<file path="config.mk">
export PLATFORM = sky130hd
export DESIGN_NAME = bitwise_combiner
export DESIGN_NICKNAME = d
export VERILOG_FILES = /design/src/rtl/bitwise_combiner_pkg.sv /design/src/rtl/combiner_skid_fifo.sv /design/src/rtl/bitwise_combiner.sv
export SDC_FILE = /design/constraint.sdc
export NUM_CORES = 1
export LEC_CHECK = 0
export ABC_AREA = 1
export BUFFER_PORTS_ARGS = -buffer_cell sky130_fd_sc_hd__buf_4
export CAP_MARGIN = 10
export CORE_ASPECT_RATIO = 1.75
export CORE_MARGIN = 3
export CORE_UTILIZATION = 40
export CTS_BUF_LIST = sky130_fd_sc_hd__clkbuf_8 sky130_fd_sc_hd__clkbuf_16
export DETAILED_ROUTE_END_ITERATION = 10
export GPL_TIMING_DRIVEN = 0
export PLACE_DENSITY = 0.73
export SYNTH_ARGS = -nofsm -noshare
export SYNTH_HDL_FRONTEND = slang
export SYNTH_SLANG_ARGS = --single-unit
export TNS_END_PERCENT = 1
</file>
<file path="constraint.sdc">
create_clock -name clk -period 1.6 [get_ports clk]
set_input_delay 0.32 -clock clk [delete_from_list [all_inputs] [get_ports clk]]
set_output_delay 0.32 -clock clk [all_outputs]
set_load 0.03 [all_outputs]
</file>
<file path="src/rtl/bitwise_combiner_pkg.sv">
// bitwise_combiner_pkg: shared op encoding and sizing constants for bitwise_combiner
package bitwise_combiner_pkg;
  typedef enum logic [1:0] {OP_AND, OP_OR, OP_XOR, OP_NAND} op_e;
  localparam int FIFO_DEPTH = 2;
  localparam int COUNT_W = 16;
endpackage

</file>
<file path="src/rtl/combiner_skid_fifo.sv">
// combiner_skid_fifo: 2-entry valid/ready FIFO holding head and tail registers
// Ports: clk, rst_n (async active-low); push_valid/push_ready/push_data in;
//        pop_valid/pop_ready/pop_data out (pop_data is the head entry).
// push_ready depends only on fill, so a pop never opens room for a same-cycle push.
module combiner_skid_fifo
  import bitwise_combiner_pkg::*;
#(
  parameter int W = 8
) (
  input  logic         clk,
  input  logic         rst_n,
  input  logic         push_valid,
  output logic         push_ready,
  input  logic [W-1:0] push_data,
  output logic         pop_valid,
  input  logic         pop_ready,
  output logic [W-1:0] pop_data
);
  logic [1:0] fill;
  logic [W-1:0] head, tail;
  logic push, pop;
  assign push_ready = fill < 2'(FIFO_DEPTH);
  assign pop_valid = fill != 2'd0;
  assign pop_data = head;
  assign push = push_valid && push_ready;
  assign pop = pop_valid && pop_ready;
  always_ff @(posedge clk or negedge rst_n) begin
    if (!rst_n) begin
      fill <= 2'd0;
      head <= '0;
      tail <= '0;
    end else begin
      if (push && (fill == 2'd0 || (fill == 2'd1 && pop))) head <= push_data;
      else if (pop && fill == 2'd2) head <= tail;
      if (push && fill == 2'd1 && !pop) tail <= push_data;
      fill <= fill + {1'b0, push} - {1'b0, pop};
    end
  end
endmodule

</file>
<file path="src/rtl/bitwise_combiner.sv">
// bitwise_combiner: registered multi-lane AND/OR/XOR/NAND reduction with 2-entry output buffer
// Ports: clk, rst_n (async active-low); in_valid/in_ready/in_data/in_op operand side;
//        out_valid/out_ready/out_data result side; out_count counts output handshakes;
//        out_parity (even parity of out_data) only when BITWISE_COMBINER_PARITY_EN is defined.
module bitwise_combiner
  import bitwise_combiner_pkg::*;
#(
  parameter int NUM_IN = 2,
  parameter int WIDTH = 8
) (
  input  logic                    clk,
  input  logic                    rst_n,
  input  logic                    in_valid,
  output logic                    in_ready,
  input  logic [NUM_IN*WIDTH-1:0] in_data,
  input  logic [1:0]              in_op,
  output logic                    out_valid,
  input  logic                    out_ready,
  output logic [WIDTH-1:0]        out_data,
  output logic [COUNT_W-1:0]      out_count
`ifdef BITWISE_COMBINER_PARITY_EN
  ,
  output logic                    out_parity
`endif
);
  logic [WIDTH-1:0] r_and, r_or, r_xor, res;
  op_e op;
  assign op = op_e'(in_op);
  always_comb begin
    r_and = '1;
    r_or = '0;
    r_xor = '0;
    for (int i = 0; i < NUM_IN; i++) begin
      r_and = r_and & in_data[i*WIDTH +: WIDTH];
      r_or = r_or | in_data[i*WIDTH +: WIDTH];
      r_xor = r_xor ^ in_data[i*WIDTH +: WIDTH];
    end
  end
  assign res = op == OP_AND ? r_and : op == OP_OR ? r_or : op == OP_XOR ? r_xor : ~r_and;
`ifdef BITWISE_COMBINER_PARITY_EN
  // Parity rides in the FIFO entry so it always matches the head word.
  logic [WIDTH:0] head;
  combiner_skid_fifo #(.W(WIDTH + 1)) u_fifo (
    .clk(clk), .rst_n(rst_n),
    .push_valid(in_valid), .push_ready(in_ready), .push_data({^res, res}),
    .pop_valid(out_valid), .pop_ready(out_ready), .pop_data(head)
  );
  assign out_data = head[WIDTH-1:0];
  assign out_parity = head[WIDTH];
`else
  combiner_skid_fifo #(.W(WIDTH)) u_fifo (
    .clk(clk), .rst_n(rst_n),
    .push_valid(in_valid), .push_ready(in_ready), .push_data(res),
    .pop_valid(out_valid), .pop_ready(out_ready), .pop_data(out_data)
  );
`endif
  always_ff @(posedge clk or negedge rst_n) begin
    if (!rst_n) out_count <= '0;
    else if (out_valid && out_ready) out_count <= out_count + 1'b1;
  end
endmodule

</file>
==> impl_metrics.py, run 1 <==
metrics = {
    "timing": {
        "min_period_over_period": 0.936,
        "rsz0062_at_grt": "false",
        "slew_headroom": 0.646,
        "finalSetupViolCount": 0,
        "max_freq_ghz": 0.668,
        "finalSetupTns_ns": 0,
        "slew_viol_final": 0,
        "period_needed_ns": 1.50,
        "clock_skew_ns": 0.00321,
        "hold_viol_final": 0,
        "worst_pin_slew_ns": 0.528,
    },
    "layout": {
        "final_cell_mix": "nand2_1, buf_4, inv_1",
        "postLayoutCellArea_mm2": 0.00291,
        "diodes": 0,
        "fillCellCount": 564,
        "fin_util": 0.517,
        "instances_no_fill": 449,
        "drive_above_1_share": 0.247,
        "area_growth_syn_to_layout_pct": 23.7,
        "nets": 414,
        "layout_commonest_cell": "nand2_1",
    },
    "setup_path": {
        "worstPathArrival_ns": 1.66,
        "crit_path_end_kind": "register",
        "critPathKind": "register to register",
        "cp-start-kind": "register",
        "required_ns": 1.76,
        "path_max_fanout": 10,
    },
    "detailed_routing": {
        "vias": 2104,
        "via_per_inst": 4.69,
        "drt_iter0_markers": 96,
        "drtAntennaViolNets": 0,
        "drc": 0,
        "wl_per_cell_um": 10.9,
        "wl_mm": 4.87,
        "first_pass_iters": 4,
    },
    "logic_synthesis": {
        "syn_area_mm2": 0.00235,
        "synth_top_area_share": 0.362,
        "synthCells": 316,
        "yosysTopAreaCell": "dfrtp_1",
        "synth.avg_cell_area_um2": 7.44,
        "ys_ff_latch": 34,
        "yosys_warnings": 0,
        "synth_area_leaders": "dfrtp_1, nand2_1, ha_1",
        "ys_types": 26,
        "synthesis.nets": 357,
        "seq_area_frac_synth": 0.362,
    },
    "die": {
        "die_w_um": 64.0,
        "start_util": 0.418,
        "die_y_um": 107,
        "io_pins": 48,
        "die-area_mm2": 0.00687,
        "num_rows": 36,
        "core-area_mm2": 0.00563,
    },
    "clock_tree": {
        "clock_path_buffers": 2,
        "cts_made_buffers": 5,
        "path_clk_slew_ns": 0.06,
        "cts_tree": "built",
        "clk_latency_ns": 0.28,
        "cts_max_level": 2,
        "clock_sinks": 34,
        "clk_root_buffer_cell": "clkbuf_8",
    },
    "placement": {
        "port_buffers": 47,
        "dp.cells": 439,
        "place_hpwl_mm": 3.96,
        "place_area_mm2": 0.00280,
        "gp_congestion": 0.790,
    },
    "flow_run": {
        "drv_cap": 0,
    },
    "grt": {
        "first_global_vias": 2038,
        "grt_overflow": 0,
        "grt_pass1_wl_mm": 8.65,
        "antenna_found_initial": 0,
        "grt_max_degree": 35,
        "grt_usage": 0.155,
    },
    "pwr": {
        "p_leak_nw": 1.60,
        "power.density_mw_per_mm2": 1430,
        "ir_worst_vdd_uv": 473,
    },
    "min_path": {
        "hp-class": "input pin to register",
    },
    "outcome": {
        "status": "finished, final reports clean",
    },
}
## synth_stat cells (all sizes together)
cell and n:
and2 1, buf 3, dfrtp 34, ha 19
inv 49, nand2 114, nand3 26, nand4 5
nor2 24, o211ai 1, o21ai 23, or2 7
xnor2 4, xor2 6
## worst max-delay path: stages, from the launching register on
cell and delay [ns]:
dfrtp_2 0.42, nor2_1 0.11, nor2_1 0.06, buf_4 0.17
ha_1 0.28, inv_1 0.04, ha_1 0.19, xnor2_1 0.12
## final timing paths
check                               startpoint              to  slack, ns  cells past startpoint
max in group asynchronous                rst_n  u_fifo.fill[0]       0.74                      2
worst min register to register  u_fifo.tail[2]  u_fifo.tail[2]       0.48                      2
worst min-delay path                 out_ready   out_count[15]       0.42                      4
worst max-delay path            u_fifo.fill[0]  u_fifo.fill[1]       0.10                      7
min in group asynchronous                rst_n    out_count[1]       0.53                      2
worst max register to register  u_fifo.fill[0]  u_fifo.fill[1]       0.10                      7
## cells by family (layout without fill, tap and decap cells)
group,after synthesis,in the layout,share of synthesized area
AO/OA/AOI/OAI,24,24,0.0601
XOR/XNOR,10,10,0.0404
adder cells (fa/ha/maj),19,19,0.101
buffers and inverters,52,109,0.0910
flip-flops,34,34,0.362
AND/OR/NAND/NOR,177,177,0.346
## state kept, by name (all words and copies together) (netlist names)
register / flops
out_count: 16
u_fifo.pop_data: 8
u_fifo.tail: 8
u_fifo.fill: 2
## metal layers
metal  vias up  track usage  wire, um
met5         -            0         0
met4         0       0.0556        94
met3         8       0.0366       261
met2        57        0.303      2760
met1       954        0.153      1760
li1       1085            -         -
## area by class of cell
| class | instances | area [um2] | area share |
|---|---|---|---|
| tap | 76 | 95.1 | 0.0327 |
| clock buffer | 5 | 68.8 | 0.0237 |
| multi-input combinational | 230 | 1290 | 0.443 |
| timing repair buffer | 50 | 378 | 0.130 |
| inverter | 49 | 186 | 0.0641 |
| sequential | 34 | 853 | 0.293 |
| buffer | 3 | 30.0 | 0.0103 |
| clock inverter | 2 | 7.51 | 0.00258 |
## metrics by stage
stage | power, mW | hold slack (ns) | worst slack [ns]
final | 4.16 | 0.424 | 0.102
after global routing | 4.51 | 0.447 | 0.0104
after CTS | 4.17 | 0.423 | 0.0140
after detailed placement | 3.58 | 0.294 | 0.0256
after global placement | 3.53 | 0.296 | 0.0543
after floorplan | 2.89 | 0.0244 | 0.134
## what timing repair did
| action | 4_1_cts | 5_1_grt |
|---|---|---|
| hold buffers | 1 | 0 |
| setup buffers | 0 | 2 |
| resized for setup | 0 | 5 |
| endpoints found under the hold margin | 34 | 0 |
| endpoints found under the setup margin | 0 | 3 |
## power by group
part | total, mW | switching [mW] | internal, mW
clock | 0.569 | 0.282 | 0.286
combinational | 2.15 | 1.33 | 0.819
sequential | 1.44 | 0.238 | 1.20
total | 4.16 | 1.85 | 2.31
No activity file was read; power rests on OpenSTA's default activity.
==> run 2: changes to the inputs <==
--- a/config.mk
+++ b/config.mk
@@ -5,7 +5,6 @@
 export SDC_FILE = /design/constraint.sdc
 export NUM_CORES = 1
 export LEC_CHECK = 0
-export ABC_AREA = 1
 export BUFFER_PORTS_ARGS = -buffer_cell sky130_fd_sc_hd__buf_4
 export CAP_MARGIN = 10
 export CORE_ASPECT_RATIO = 1.75
@@ -14,8 +13,9 @@
 export CTS_BUF_LIST = sky130_fd_sc_hd__clkbuf_8 sky130_fd_sc_hd__clkbuf_16
 export DETAILED_ROUTE_END_ITERATION = 10
 export GPL_TIMING_DRIVEN = 0
-export PLACE_DENSITY = 0.73
+export PLACE_DENSITY = 0.74
 export SYNTH_ARGS = -nofsm -noshare
 export SYNTH_HDL_FRONTEND = slang
+export SYNTH_HIERARCHICAL = 1
 export SYNTH_SLANG_ARGS = --single-unit
 export TNS_END_PERCENT = 1
==> impl_metrics.py, run 2 <==
metrics = {
    "logic_synthesis": {
        "yosysMostFrequentCell": "dfrtp_1",
        "seq_area_frac_synth": 0.393,
        "synth_enable_flop_cells": 0,
        "synthTopCellsByCount": "dfrtp_1, nand2_1, inv_1",
        "synth_top_area_share": 0.393,
        "async_reset_ff_frac": 1.00,
        "yosysTopAreaCell": "dfrtp_1",
        "synthesis.nets": 267,
        "synth_area_leaders": "dfrtp_1, ha_1, nand2_1",
        "ys.flop_type": "dfrtp_1",
        "ys_types": 38,
        "ys_ff_latch": 34,
        "yosys_warnings": 6,
        "syn_area_mm2": 0.00216,
        "synth.avg_cell_area_um2": 9.53,
        "synthCells": 227,
    },
    "layout": {
        "nets": 324,
        "instances_no_fill": 339,
        "final_cell_mix": "buf_4, nand2_1, dfrtp_1",
        "largest_register_ffs": 16,
        "drive_above_1_share": 0.305,
        "area_growth_syn_to_layout_pct": 26.3,
        "top_register": "out_count",
        "layout_commonest_cell": "buf_4",
        "diodes": 0,
    },
    "timing": {
        "clock_skew_ns": 0.00731,
        "slew_viol_final": 0,
        "max_freq_ghz": 0.643,
        "finalSetupTns_ns": 0,
        "timing.hold.ws_ns": 0.375,
        "slew_headroom": 0.713,
        "worst_pin_slew_ns": 0.430,
        "period_needed_ns": 1.55,
        "hold_viol_final": 0,
        "finalSetupViolCount": 0,
        "min_period_over_period": 0.972,
        "rsz0062_at_grt": "true",
        "timing.final.ws_setup_ns": 0.0451,
    },
    "setup_path": {
        "crit_path_max_incr_delay_ns": 0.39,
        "crit_path_end_kind": "register",
        "worstPathArrival_ns": 1.72,
        "required_ns": 1.76,
        "crit_family": "simple AND/OR/NAND/NOR gates",
        "cp-start-kind": "register",
        "r2r_cells": 5,
        "r2r_end": "out_count[10]",
        "crit_chain": "or2_4 -> and4_4 -> and2b_2 -> and4_1 -> xor2_1",
        "path_buf_inv": 0,
        "r2r_slack_ns": 0.05,
        "reg2reg_from": "u_fifo/fill[0]",
        "path_max_fanout": 4,
        "critPathKind": "register to register",
        "slowest_stage": "dfrtp_1",
    },
    "pwr": {
        "switching_share": 0.390,
        "pwr-share-seq": 0.360,
        "p_int_mw": 2.41,
        "clock_power_share": 0.161,
        "p_comb_frac": 0.479,
        "ir_worst_vdd_uv": 541,
        "power.density_mw_per_mm2": 1450,
        "p_sw_mw": 1.54,
        "p_leak_nw": 1.37,
    },
    "placement": {
        "port_buffers": 45,
        "dp_slack_ns": -0.219,
        "dp.cells": 326,
        "place_hpwl_mm": 3.28,
        "gp_congestion": 0.726,
    },
    "die": {
        "num_rows": 34,
        "start_util": 0.424,
        "die_y_um": 103,
        "core-area_mm2": 0.00510,
        "io_pins": 48,
        "die-area_mm2": 0.00636,
        "die_w_um": 61.6,
    },
    "detailed_routing": {
        "via_per_inst": 5.13,
        "drtAntennaViolNets": 0,
        "vias": 1740,
        "wl_per_cell_um": 12.7,
        "first_pass_iters": 4,
        "drc": 0,
        "wl_mm": 4.31,
        "drt_iter0_markers": 94,
    },
    "min_path": {
        "min-delay-start": "out_ready",
        "hold_depth": 3,
        "hp-class": "input pin to register",
        "hold_path_end": "out_count[0]",
    },
    "outcome": {
        "status": "finished, final reports clean",
    },
    "grt": {
        "grt_overflow": 0,
        "grt_pass1_wl_mm": 7.32,
        "antenna_found_initial": 0,
        "grt_usage": 0.151,
        "first_global_vias": 1671,
        "grt_max_degree": 35,
    },
    "clock_tree": {
        "cts_tree": "built",
        "clock_path_buffers": 2,
        "cts_made_buffers": 5,
        "path_clk_slew_ns": 0.07,
        "clk_root_buffer_cell": "clkbuf_8",
        "clk_latency_ns": 0.28,
        "cts_max_level": 2,
        "clock_sinks": 34,
    },
    "flow_run": {
        "drv_cap": 0,
    },
}
## run 2: how the worst max path moves through the flow
stage                    from            endpoint  slack [ns]  cells past startpoint
2_1_floorplan  u_fifo/fill[0]       out_count[10]       0.005                      5
3_3_place_gp         in_op[0]  u_fifo/pop_data[6]       -0.20                      7
3_5_place_dp         in_op[0]  u_fifo/pop_data[6]       -0.22                      7
4_1_cts        u_fifo/fill[0]       out_count[10]        0.02                      5
5_1_grt        u_fifo/fill[1]       out_count[10]      -0.007                      5
6_report       u_fifo/fill[0]       out_count[10]        0.05                      5
## run 2: final cells by class
cell class / instances / area, um2
fill: 489 / 2370
tap: 54 / 67.6
sequential: 34 / 857
clock buffer: 6 / 82.6
clock inverter: 2 / 8.76
timing repair buffer: 50 / 378
inverter: 25 / 93.8
multi-input combinational: 157 / 1160
buffer: 11 / 86.3
## run 2: worst reg2reg max path, stage by stage, from the launching register on
cell and delay, ns:
dfrtp_1 0.39, or2_4 0.28, and4_4 0.20, and2b_2 0.22, and4_1 0.21, xor2_1 0.14
## run 2: timing repair
item,in CTS,in global routing
endpoints found under the setup margin,2,12
hold buffers,1,0
endpoints found under the hold margin,34,0
resized for setup,1,8
buffers inserted,3,1
pin swaps,0,2
## run 2: cells by family (layout without fill, tap and decap cells)
kind of cell	count (synthesis)	count (layout)	share of synthesized area
buffers and inverters	36	94	0.0804
adders and majority gates	18	18	0.104
xor gates and xnor gates	16	16	0.0648
muxes	12	12	0.0746
and+or+nand+nor	75	75	0.183
AOI/OAI and AO/OA	36	36	0.0995
DFF	34	34	0.393
## run 2: power groups by stage
stage	clock network (mW)	logic, mW	registers [mW]
after global placement	0	1.76	1.44
after global routing	0.706	2.08	1.47
after CTS	0.667	1.90	1.42
after floorplan	0	0.907	1.74
final	0.637	1.89	1.42
after detailed placement	0	1.81	1.44
## run 2: metrics by stage
step | area, um2 | util | power, mW
global route | 2730 | 0.535 | 4.25
floorplan | 2180 | - | 2.65
finish | 2730 | 0.535 | 3.95
CTS | 2710 | 0.531 | 3.98
global placement | 2580 | 0.506 | 3.20
detailed placement | 2580 | 0.506 | 3.25
## run 2: layer usage
metal | vias to the layer above | global-route usage | part of all wire
met1 | 812 | 0.166 | 0.40
met5 | - | 0 | 0
met2 | 53 | 0.270 | 0.53
met3 | 6 | 0.0373 | 0.057
li1 | 869 | - | -
met4 | 0 | 0.0572 | 0.017
